===== src/rtl/cpu_pkg.sv =====
// Shared CPU pipeline types: datapath widths, MEM-stage FSM states and the
// MEM/WB register layout also consumed by the write-back stage.
package cpu_pkg;

  localparam int unsigned DATA_W   = 64;
  localparam int unsigned REG_W    = 5;
  localparam int unsigned ZERO_REG = 31;

  typedef enum logic {
    IDLE,
    ACCESS
  } mem_state_t;

  // 'rd' carries the destination register index (reg is a reserved word).
  typedef struct packed {
    logic [REG_W-1:0]  rd;
    logic [DATA_W-1:0] loadedData;
    logic [DATA_W-1:0] result;
    logic              memToReg;
    logic              regWrite;
    logic              valid;
  } memwb_t;

endpackage


===== src/rtl/mem_timeout_ctr.sv =====
// Wait counter for an outstanding data-memory request; expire fires on the
// TIMEOUT-th consecutive enabled cycle so the owner can abort on that edge.
module mem_timeout_ctr #(
  parameter int unsigned TIMEOUT = 16
) (
  input  logic clk,
  input  logic rst_n,
  input  logic clr,
  input  logic en,
  output logic expire
);

  localparam int unsigned CntW = $clog2(TIMEOUT + 1);

  logic [CntW-1:0] cntQ;

  always_ff @(posedge clk or negedge rst_n) begin
    if (!rst_n) begin
      cntQ <= '0;
    end else if (clr) begin
      cntQ <= '0;
    end else if (en) begin
      cntQ <= cntQ + CntW'(1);
    end
  end

  assign expire = en && !clr && (cntQ == CntW'(TIMEOUT - 1));

endmodule


===== src/rtl/mem_access_stage.sv =====
// Pipeline MEM stage: runs the data-memory req/ack handshake for loads and
// stores and registers the MEM/WB fields; flags misalignment and ack timeouts.
module mem_access_stage
  import cpu_pkg::*;
#(
  parameter int unsigned DATA_W   = cpu_pkg::DATA_W,
  parameter int unsigned ADDR_W   = 64,
  parameter int unsigned REG_W    = cpu_pkg::REG_W,
  parameter int unsigned ZERO_REG = cpu_pkg::ZERO_REG,
  parameter int unsigned TIMEOUT  = 16
) (
  input  logic              clk,
  input  logic              rst_n,
  input  logic              ex_valid,
  output logic              ex_ready,
  input  logic [REG_W-1:0]  ex_reg,
  input  logic [DATA_W-1:0] ex_result,
  input  logic [DATA_W-1:0] ex_store_data,
  input  logic              ex_mem_read,
  input  logic              ex_mem_write,
  input  logic              ex_mem_to_reg,
  input  logic              ex_reg_write,
  output logic              dm_req,
  output logic              dm_we,
  output logic [ADDR_W-1:0] dm_addr,
  output logic [DATA_W-1:0] dm_wdata,
  input  logic              dm_ack,
  input  logic [DATA_W-1:0] dm_rdata,
  output logic              wb_valid,
  output logic [REG_W-1:0]  wb_reg,
  output logic [DATA_W-1:0] wb_loaded_data,
  output logic [DATA_W-1:0] wb_result,
  output logic              wb_mem_to_reg,
  output logic              wb_reg_write,
  output logic              misalign_err,
  output logic              bus_err
);

  mem_state_t stateQ, stateD;

  logic [REG_W-1:0]  capReg;
  logic [DATA_W-1:0] capResult, capStore;
  logic              capWrite, capMemToReg, capRegWrite;

  logic              accept, exIsMem, exMisalign, inAccess, ackDone, timeoutHit;
  logic              wbValidD, wbRegWriteD, wbMemToRegD, misalignSet, busSet;
  logic [REG_W-1:0]  wbRegD;
  logic [DATA_W-1:0] wbLoadedD, wbResultD;

  assign inAccess   = (stateQ == ACCESS);
  // Gated by rst_n so every output reads 0 while reset is held.
  assign ex_ready   = (stateQ == IDLE) && rst_n;
  assign accept     = ex_valid && ex_ready;
  assign exIsMem    = ex_mem_read || ex_mem_write;
  assign exMisalign = (ex_result[2:0] != 3'b000);
  assign ackDone    = inAccess && dm_ack;

  assign dm_req   = inAccess;
  assign dm_we    = capWrite;
  assign dm_addr  = capResult[ADDR_W-1:0];
  assign dm_wdata = capStore;

  mem_timeout_ctr #(
    .TIMEOUT(TIMEOUT)
  ) u_timeout (
    .clk   (clk),
    .rst_n (rst_n),
    .clr   (!inAccess || dm_ack),
    .en    (inAccess && !dm_ack),
    .expire(timeoutHit)
  );

  always_comb begin
    stateD = stateQ;
    unique case (stateQ)
      IDLE:    if (accept && exIsMem && !exMisalign) stateD = ACCESS;
      ACCESS:  if (dm_ack || timeoutHit) stateD = IDLE;
      default: stateD = IDLE;
    endcase
  end

  // Unless something retires this edge, non-handshake wb fields hold.
  always_comb begin
    wbValidD    = 1'b0;
    wbRegWriteD = 1'b0;
    wbRegD      = wb_reg;
    wbLoadedD   = wb_loaded_data;
    wbResultD   = wb_result;
    wbMemToRegD = wb_mem_to_reg;
    misalignSet = 1'b0;
    busSet      = 1'b0;
    if (accept && (!exIsMem || exMisalign)) begin
      wbValidD    = 1'b1;
      wbRegD      = ex_reg;
      wbResultD   = ex_result;
      wbMemToRegD = ex_mem_to_reg;
      wbLoadedD   = '0;
      wbRegWriteD = ex_reg_write && !exIsMem && (ex_reg != REG_W'(ZERO_REG));
      misalignSet = exIsMem;
    end else if (ackDone || timeoutHit) begin
      wbValidD    = 1'b1;
      wbRegD      = capReg;
      wbResultD   = capResult;
      wbMemToRegD = capMemToReg;
      wbLoadedD   = (ackDone && !capWrite) ? dm_rdata : '0;
      wbRegWriteD = ackDone && capRegWrite && (capReg != REG_W'(ZERO_REG));
      busSet      = !ackDone;
    end
  end

  always_ff @(posedge clk or negedge rst_n) begin
    if (!rst_n) begin
      stateQ         <= IDLE;
      capReg         <= '0;
      capResult      <= '0;
      capStore       <= '0;
      capWrite       <= 1'b0;
      capMemToReg    <= 1'b0;
      capRegWrite    <= 1'b0;
      wb_valid       <= 1'b0;
      wb_reg         <= '0;
      wb_loaded_data <= '0;
      wb_result      <= '0;
      wb_mem_to_reg  <= 1'b0;
      wb_reg_write   <= 1'b0;
      misalign_err   <= 1'b0;
      bus_err        <= 1'b0;
    end else begin
      stateQ <= stateD;
      if (accept) begin
        capReg      <= ex_reg;
        capResult   <= ex_result;
        capStore    <= ex_store_data;
        capWrite    <= ex_mem_write;
        capMemToReg <= ex_mem_to_reg;
        capRegWrite <= ex_reg_write;
      end
      wb_valid       <= wbValidD;
      wb_reg         <= wbRegD;
      wb_loaded_data <= wbLoadedD;
      wb_result      <= wbResultD;
      wb_mem_to_reg  <= wbMemToRegD;
      wb_reg_write   <= wbRegWriteD;
      if (misalignSet) misalign_err <= 1'b1;
      if (busSet)      bus_err      <= 1'b1;
    end
  end

endmodule


===== config.mk =====
export PLATFORM = sky130hd
export DESIGN_NAME = mem_access_stage
export DESIGN_NICKNAME = d
export VERILOG_FILES = /design/src/rtl/cpu_pkg.sv /design/src/rtl/mem_timeout_ctr.sv /design/src/rtl/mem_access_stage.sv
export SDC_FILE = /design/constraint.sdc
export NUM_CORES = 1
export LEC_CHECK = 0
export ABC_CLOCK_PERIOD_IN_PS = 2000
export CORE_AREA = 2 2 184 186
export CTS_CLUSTER_SIZE = 28
export DETAILED_ROUTE_END_ITERATION = 16
export DIE_AREA = 0 0 186 188
export GPL_TIMING_DRIVEN = 0
export PLACE_DENSITY = 0.64
export REMOVE_ABC_BUFFERS = 1
export SKIP_CTS_REPAIR_TIMING = 1
export SYNTH_ARGS = -nofsm -noshare
export SYNTH_HDL_FRONTEND = slang
export SYNTH_HIERARCHICAL = 1
export SYNTH_SLANG_ARGS = --single-unit

===== constraint.sdc =====
create_clock -name clk -period 2 [get_ports clk]
set_input_delay 0.5 -clock clk [delete_from_list [all_inputs] [get_ports clk]]
set_output_delay 0.5 -clock clk [all_outputs]
set_load 0.03 [all_outputs]

# Word level (Yosys, flattened, before mapping)
# Cells that the tools add are included.
[word_totals]
out_inout_bits = 269
word_cells = 71
register_bits = 280
input_bits = 205
[op_classes]
eq_ne = 3
n_reduce_logical = 29
bitwise = 1
n_mux = 21
add_sub_neg = 1
[ops]
columns = ["operator", "n"]
rows = [
  ["64-bit 2-to-1 mux", 5],
  ["5-bit 2-to-1 mux", 4],
  ["1-bit logical AND", 14],
  ["1-bit 2-to-1 mux", 11],
  ["5-bit != test, second input constant", 2],
  ["1-bit zero test", 7],
  ["5-bit by 1-bit adder with 5-bit output, second input constant", 1],
  ["5-bit by 4-bit equality test with 1-bit output, second input constant", 1],
  ["1-bit logical OR", 5],
  ["2-bit nonzero test", 2],
  ["3-bit nonzero test", 1],
  ["1-bit one-hot mux with 2 select lines", 1],
  ["1-bit NOT", 1],
]

# Depth between registers and ports, before layout
[logic_depth]
word_depth = 8
depth_mapped = 11
mapped_depth_nobuf = 9

# Modules after synthesis
# Netlist, hierarchy kept.
[modules_own_cells]
columns = ["mod", "area_per_inst_um2", "seq_area_each_um2", "instances", "cells_per_inst"]
rows = [
  ["mem_access_stage", 10755.3, 6881.6, 1, 1048],
  ["mem_timeout_ctr", 285.3, 125.1, 1, 25],
]

# Worst setup path after synthesis
# OpenSTA, ideal clock, no wires.
[synth_timing]
path_kind = "flip-flop to flip-flop"
from = "register stateQ (netlist: dm_req)"
to = "register wb_loaded_data[0]"
slack_ps = -177
setup_time_ps = 121
arrival_ps = 2056
synth_period_minus_slack_ps = 2177
required_ps = 1879
stages_incl_launch_ff = 12
n_path_buf = 4
path_cell_list = "dfrtp_1 -> nand2b_1 -> inv_1 -> buf_6 -> nand2_1 -> nor2_1 -> a21oi_1 -> buf_2 -> and2_1 -> buf_6 -> buf_6 -> a22o_1"
[synth_between]
elab_chain_len = 7
elab_cells_between_ends = 17
classes_between = "3 x mux; 1 x bitwise; 13 x reduce/logical"
[synth_rtl]
columns = ["element", "line", "rtl"]
rows = [
  ["start, declared", "mem_access_stage.sv:39", "mem_state_t stateQ, stateD;"],
  ["start signal, assigned", "mem_access_stage.sv:129", "stateQ <= stateD;"],
  ["1-bit zero test", "mem_access_stage.sv:68", ".clr (!inAccess || dm_ack),"],
  ["1-bit logical OR", "mem_access_stage.sv:68", ""],
  ["1-bit zero test", "mem_timeout_ctr.sv:27", "assign expire = en && !clr && (cntQ == CntW'(TIMEOUT - 1));"],
  ["1-bit logical AND (*) (2 in a row)", "mem_timeout_ctr.sv:27", ""],
  ["via timeoutHit", "mem_access_stage.sv:45", "logic accept, exIsMem, exMisalign, inAccess, ackDone, timeoutHit;"],
  ["1-bit logical OR (*)", "mem_access_stage.sv:100", "end else if (ackDone || timeoutHit) begin"],
  ["2-bit nonzero test (no source line) (*)", "-", ""],
  ["end signal, assigned", "mem_access_stage.sv:140", "wb_loaded_data <= wbLoadedD;"],
  ["end, declared", "mem_access_stage.sv:31", "output logic [DATA_W-1:0] wb_loaded_data,"],
]
# Mark *: on every way through the listed nets, which the timed path passes. The rest lies on a longest branch. The select of a mux whose other input is x is not followed.
# A chain may end at the register's enable or synchronous reset.

# Final worst setup path
[layout_timing]
from = "register u_timeout.cntQ[0]"
to = "register wb_loaded_data[60]"
[layout_between]
elab_chain_len = 4
[layout_rtl]
columns = ["element", "line", "rtl"]
rows = [
  ["start, declared", "mem_timeout_ctr.sv:15", "logic [CntW-1:0] cntQ;"],
  ["start signal, assigned", "mem_timeout_ctr.sv:23", "cntQ <= cntQ + CntW'(1);"],
  ["5-bit by 4-bit equality test with 1-bit output", "mem_timeout_ctr.sv:27", ""],
  ["1-bit logical AND", "mem_timeout_ctr.sv:27", ""],
  ["via timeoutHit", "mem_access_stage.sv:45", ""],
  ["1-bit logical OR", "mem_access_stage.sv:100", ""],
  ["2-bit nonzero test (no source line)", "-", ""],
]
# The timed path passes the listed nets, and every way through them passes these cells.

==> flow_metrics.py <==
metrics = {
    "cells_and_area": {
        "register_area_um2": 7010,
        "finish.utilization_pct": 57.9,
        "fillers": 2774,
        "nets": 1805,
        "syn_to_final_growth_pct": 73.7,
        "fin_cells": 2069,
        "drive_gt1_share_pct": 10.0,
        "multiInputGateArea_um2": 3850,
    },
    "placed_design": {
        "io_buffers": 473,
        "hpwl_um": 25100,
        "place_ws_ps": -1950,
        "place_congestion": 0.783,
        "place_inst": 1947,
    },
    "critical_path": {
        "worstSetupEndpointType": "flop",
        "timing.rr.end": "wb_loaded_data[60]",
        "critPathLaunchType": "flop",
        "crit_required_ps": 2490,
        "cp_data_arrival_time_ps": 2670,
        "crit_fanout": 18,
        "ff2ff_setup_slack_ps": -180,
        "timing.rr.start": "u_timeout/cntQ[0]",
        "rr_worst_depth": 10,
        "criticalPathCategory": "reg -> reg",
    },
    "outcome": {
        "violations": "setup timing",
        "status": "complete, but fails checks",
    },
    "clocking": {
        "clock_latency_ps": 550,
        "cts_buffers": 31,
        "h-tree-depth": 1,
        "clock_path_buffers": 3,
        "cts_sinks": 280,
        "cts.root.buffer_cell": "clkbuf_16",
        "clkTransAtPathRegs_ps": 60,
        "cts_tree": "done",
    },
    "die": {
        "dieWidth_um": 186,
        "initial_utilization_pct": 33.3,
        "die_area_um2": 35000,
        "ioPinCount": 474,
        "rows": 67,
        "die_y_um": 188,
        "coreArea_um2": 33100,
    },
    "pwr": {
        "ir_drop_mv": 0.782,
        "total_power_mw": 17.2,
        "leakagePower_nw": 12.3,
        "powerDensity_nw_per_um2": 896,
    },
    "yosys": {
        "ys_seq_elements": 280,
        "synth_largest_area_cell": "dfrtp_1",
        "synth_edf_count": 0,
        "syn_inst": 1073,
        "synthXorXnorAreaFrac_pct": 0.0793,
        "seq_area_frac_synth_pct": 63.5,
        "yosys.area_share.simple_pct": 17.6,
        "yosysWarnings": 6,
        "ys.flop_type": "dfrtp_1",
        "muxShareOfSynthArea_pct": 6.40,
        "async_flop_share_pct": 100,
        "yosys.area.top_type_share_pct": 63.5,
        "synth_fa_ha_area_share_pct": 0.227,
        "synth.area.top_cells": "dfrtp_1 (63%), nand2_1 (14%), mux2i_1 (6.2%)",
        "synth_compound_area_share_pct": 9.07,
        "postSynthAreaPerCell_um2": 10.3,
        "netlist_area_um2": 11000,
        "synth_top_family_by_area": "simple AND/OR/NAND/NOR gates",
        "ys_types": 35,
    },
    "route": {
        "wl_um": 39400,
        "drt_iter0_markers": 464,
        "drtAntennaViolNets": 0,
        "viasPerCell": 4.72,
        "vias": 9765,
        "drtPass1Iterations": 4,
        "route.detailed.drc": 0,
        "routedWlPerCell_um": 19.0,
    },
    "flow_run": {
        "maxCapViolations": 0,
    },
    "timing": {
        "fin_hold_ws_ps": 306,
        "max_freq_ghz": 0.458,
        "fin_skew_ps": 8.76,
        "drv_slew": 0,
        "min_period_ps": 2180,
        "fin_crit_sh_pct": 109,
        "max-slew-margin-rel_pct": 42.5,
        "finalSetupViolCount": 123,
        "finalHoldViolations": 0,
        "tightest_slew_ps": 860,
        "setup_ws_ps": -184,
        "rsz0062_at_grt": "yes",
    },
    "worst_hold_path": {
        "min_path_type": "in -> reg",
        "min_path_cells": 3,
        "holdPathEnd": "wb_result[0]",
        "hold_start": "ex_result[0]",
    },
    "global_route": {
        "grt_max_degree": 106,
        "grt_first_pass_wirelength_um": 54100,
        "track_usage_pct": 19.7,
        "antenna_found_initial": 2,
        "grt_pass1_vias": 9374,
        "grt-ovfl-total": 0,
    },
}
-- layer usage --
layer  global-route usage (%)  wire length, um  part of all wire, %  vias up
li1                         -                -                    -     4583
met1                     24.6            16000                   41     4783
met2                     32.5            19400                   49      327
met3                     5.34             2740                  7.0       70
met4                     7.57             1240                  3.2        2
met5                        0               13                0.033        -
-- cell families after synthesis --
family	Yosys count
AND/OR/NAND/NOR	503
buffers and inverters	72
flip-flops	280
multiplexers	70
AO/OA/AOI/OAI	145
XOR/XNOR	1
adder cells (fa/ha/maj)	2
-- stage by stage --
| stage | setup TNS, ps | cell area (um2) |
|---|---|---|
| 6_report | -13040 | 19200 |
| 5_1_grt | -22290 | 19200 |
| 4_1_cts | -176380 | 17500 |
| 3_5_place_dp | -295190 | 16400 |
| 3_3_place_gp | -8968170 | 16000 |
| 2_1_floorplan | -1041260 | 10700 |
-- worst max-delay path, stage by stage (launching register included) --
cell	delay, ps
dfrtp_1	420
ha_2	210
and3_4	180
ha_4	160
nand2_4	70
nor2_4	50
a21oi_4	250
buf_12	170
and2_4	250
clkbuf_16	220
a22o_1	150
-- worst max path at each step --
stage                      startpoint                  to  slack [ps]  cells after the start
floorplan                      dm_req        wb_result[2]       -6680                      4
global placement                rst_n        wb_result[2]      -27160                      5
detailed placement             dm_ack  wb_loaded_data[30]       -1950                     10
CTS                            dm_ack  wb_loaded_data[42]       -1360                     10
global route        u_timeout/cntQ[0]  wb_loaded_data[16]        -250                     10
finish              u_timeout/cntQ[0]  wb_loaded_data[60]        -180                     10
-- cells in the mapped netlist (3+ instances only) --
cell      instances
nand2_1         413
dfrtp_1         280
nor2_1           74
a21oi_1          69
mux2i_1          68
a22o_1           64
clkbuf_1         29
buf_2            28
buf_6             6
inv_1             5
buf_1             4
nor2b_1           3
-- cell usage in the layout (no fill, tap or decap), types with 7 or more instances in the layout --
cell type          n
nand2_1          411
a21oi_1           67
clkdlybuf4s50_1  199
buf_6              9
clkbuf_16         44
clkbuf_1           7
a22o_1            64
buf_12            10
dlymetal6s2s_1   272
buf_16            11
mux2i_1           66
clkinv_2           7
nor2_1            66
dfrtp_1          279
buf_4             35
-- power breakdown --
part	switching, mW	internal (mW)
registers	0.402	6.34
clock network	2.32	3.56
logic	2.61	1.94
total	5.33	11.8
-- cell type report --
type | instances | share of cell area, %
tap | 448 | 2.92
antenna | 1 | 0.0131
sequential | 280 | 36.6
clock buffer | 44 | 4.61
clock inverter | 11 | 0.809
inverter | 5 | 0.0979
multi-input combinational | 723 | 20.1
timing repair buffer | 557 | 34.9
(Power assumes the default switching activity.)
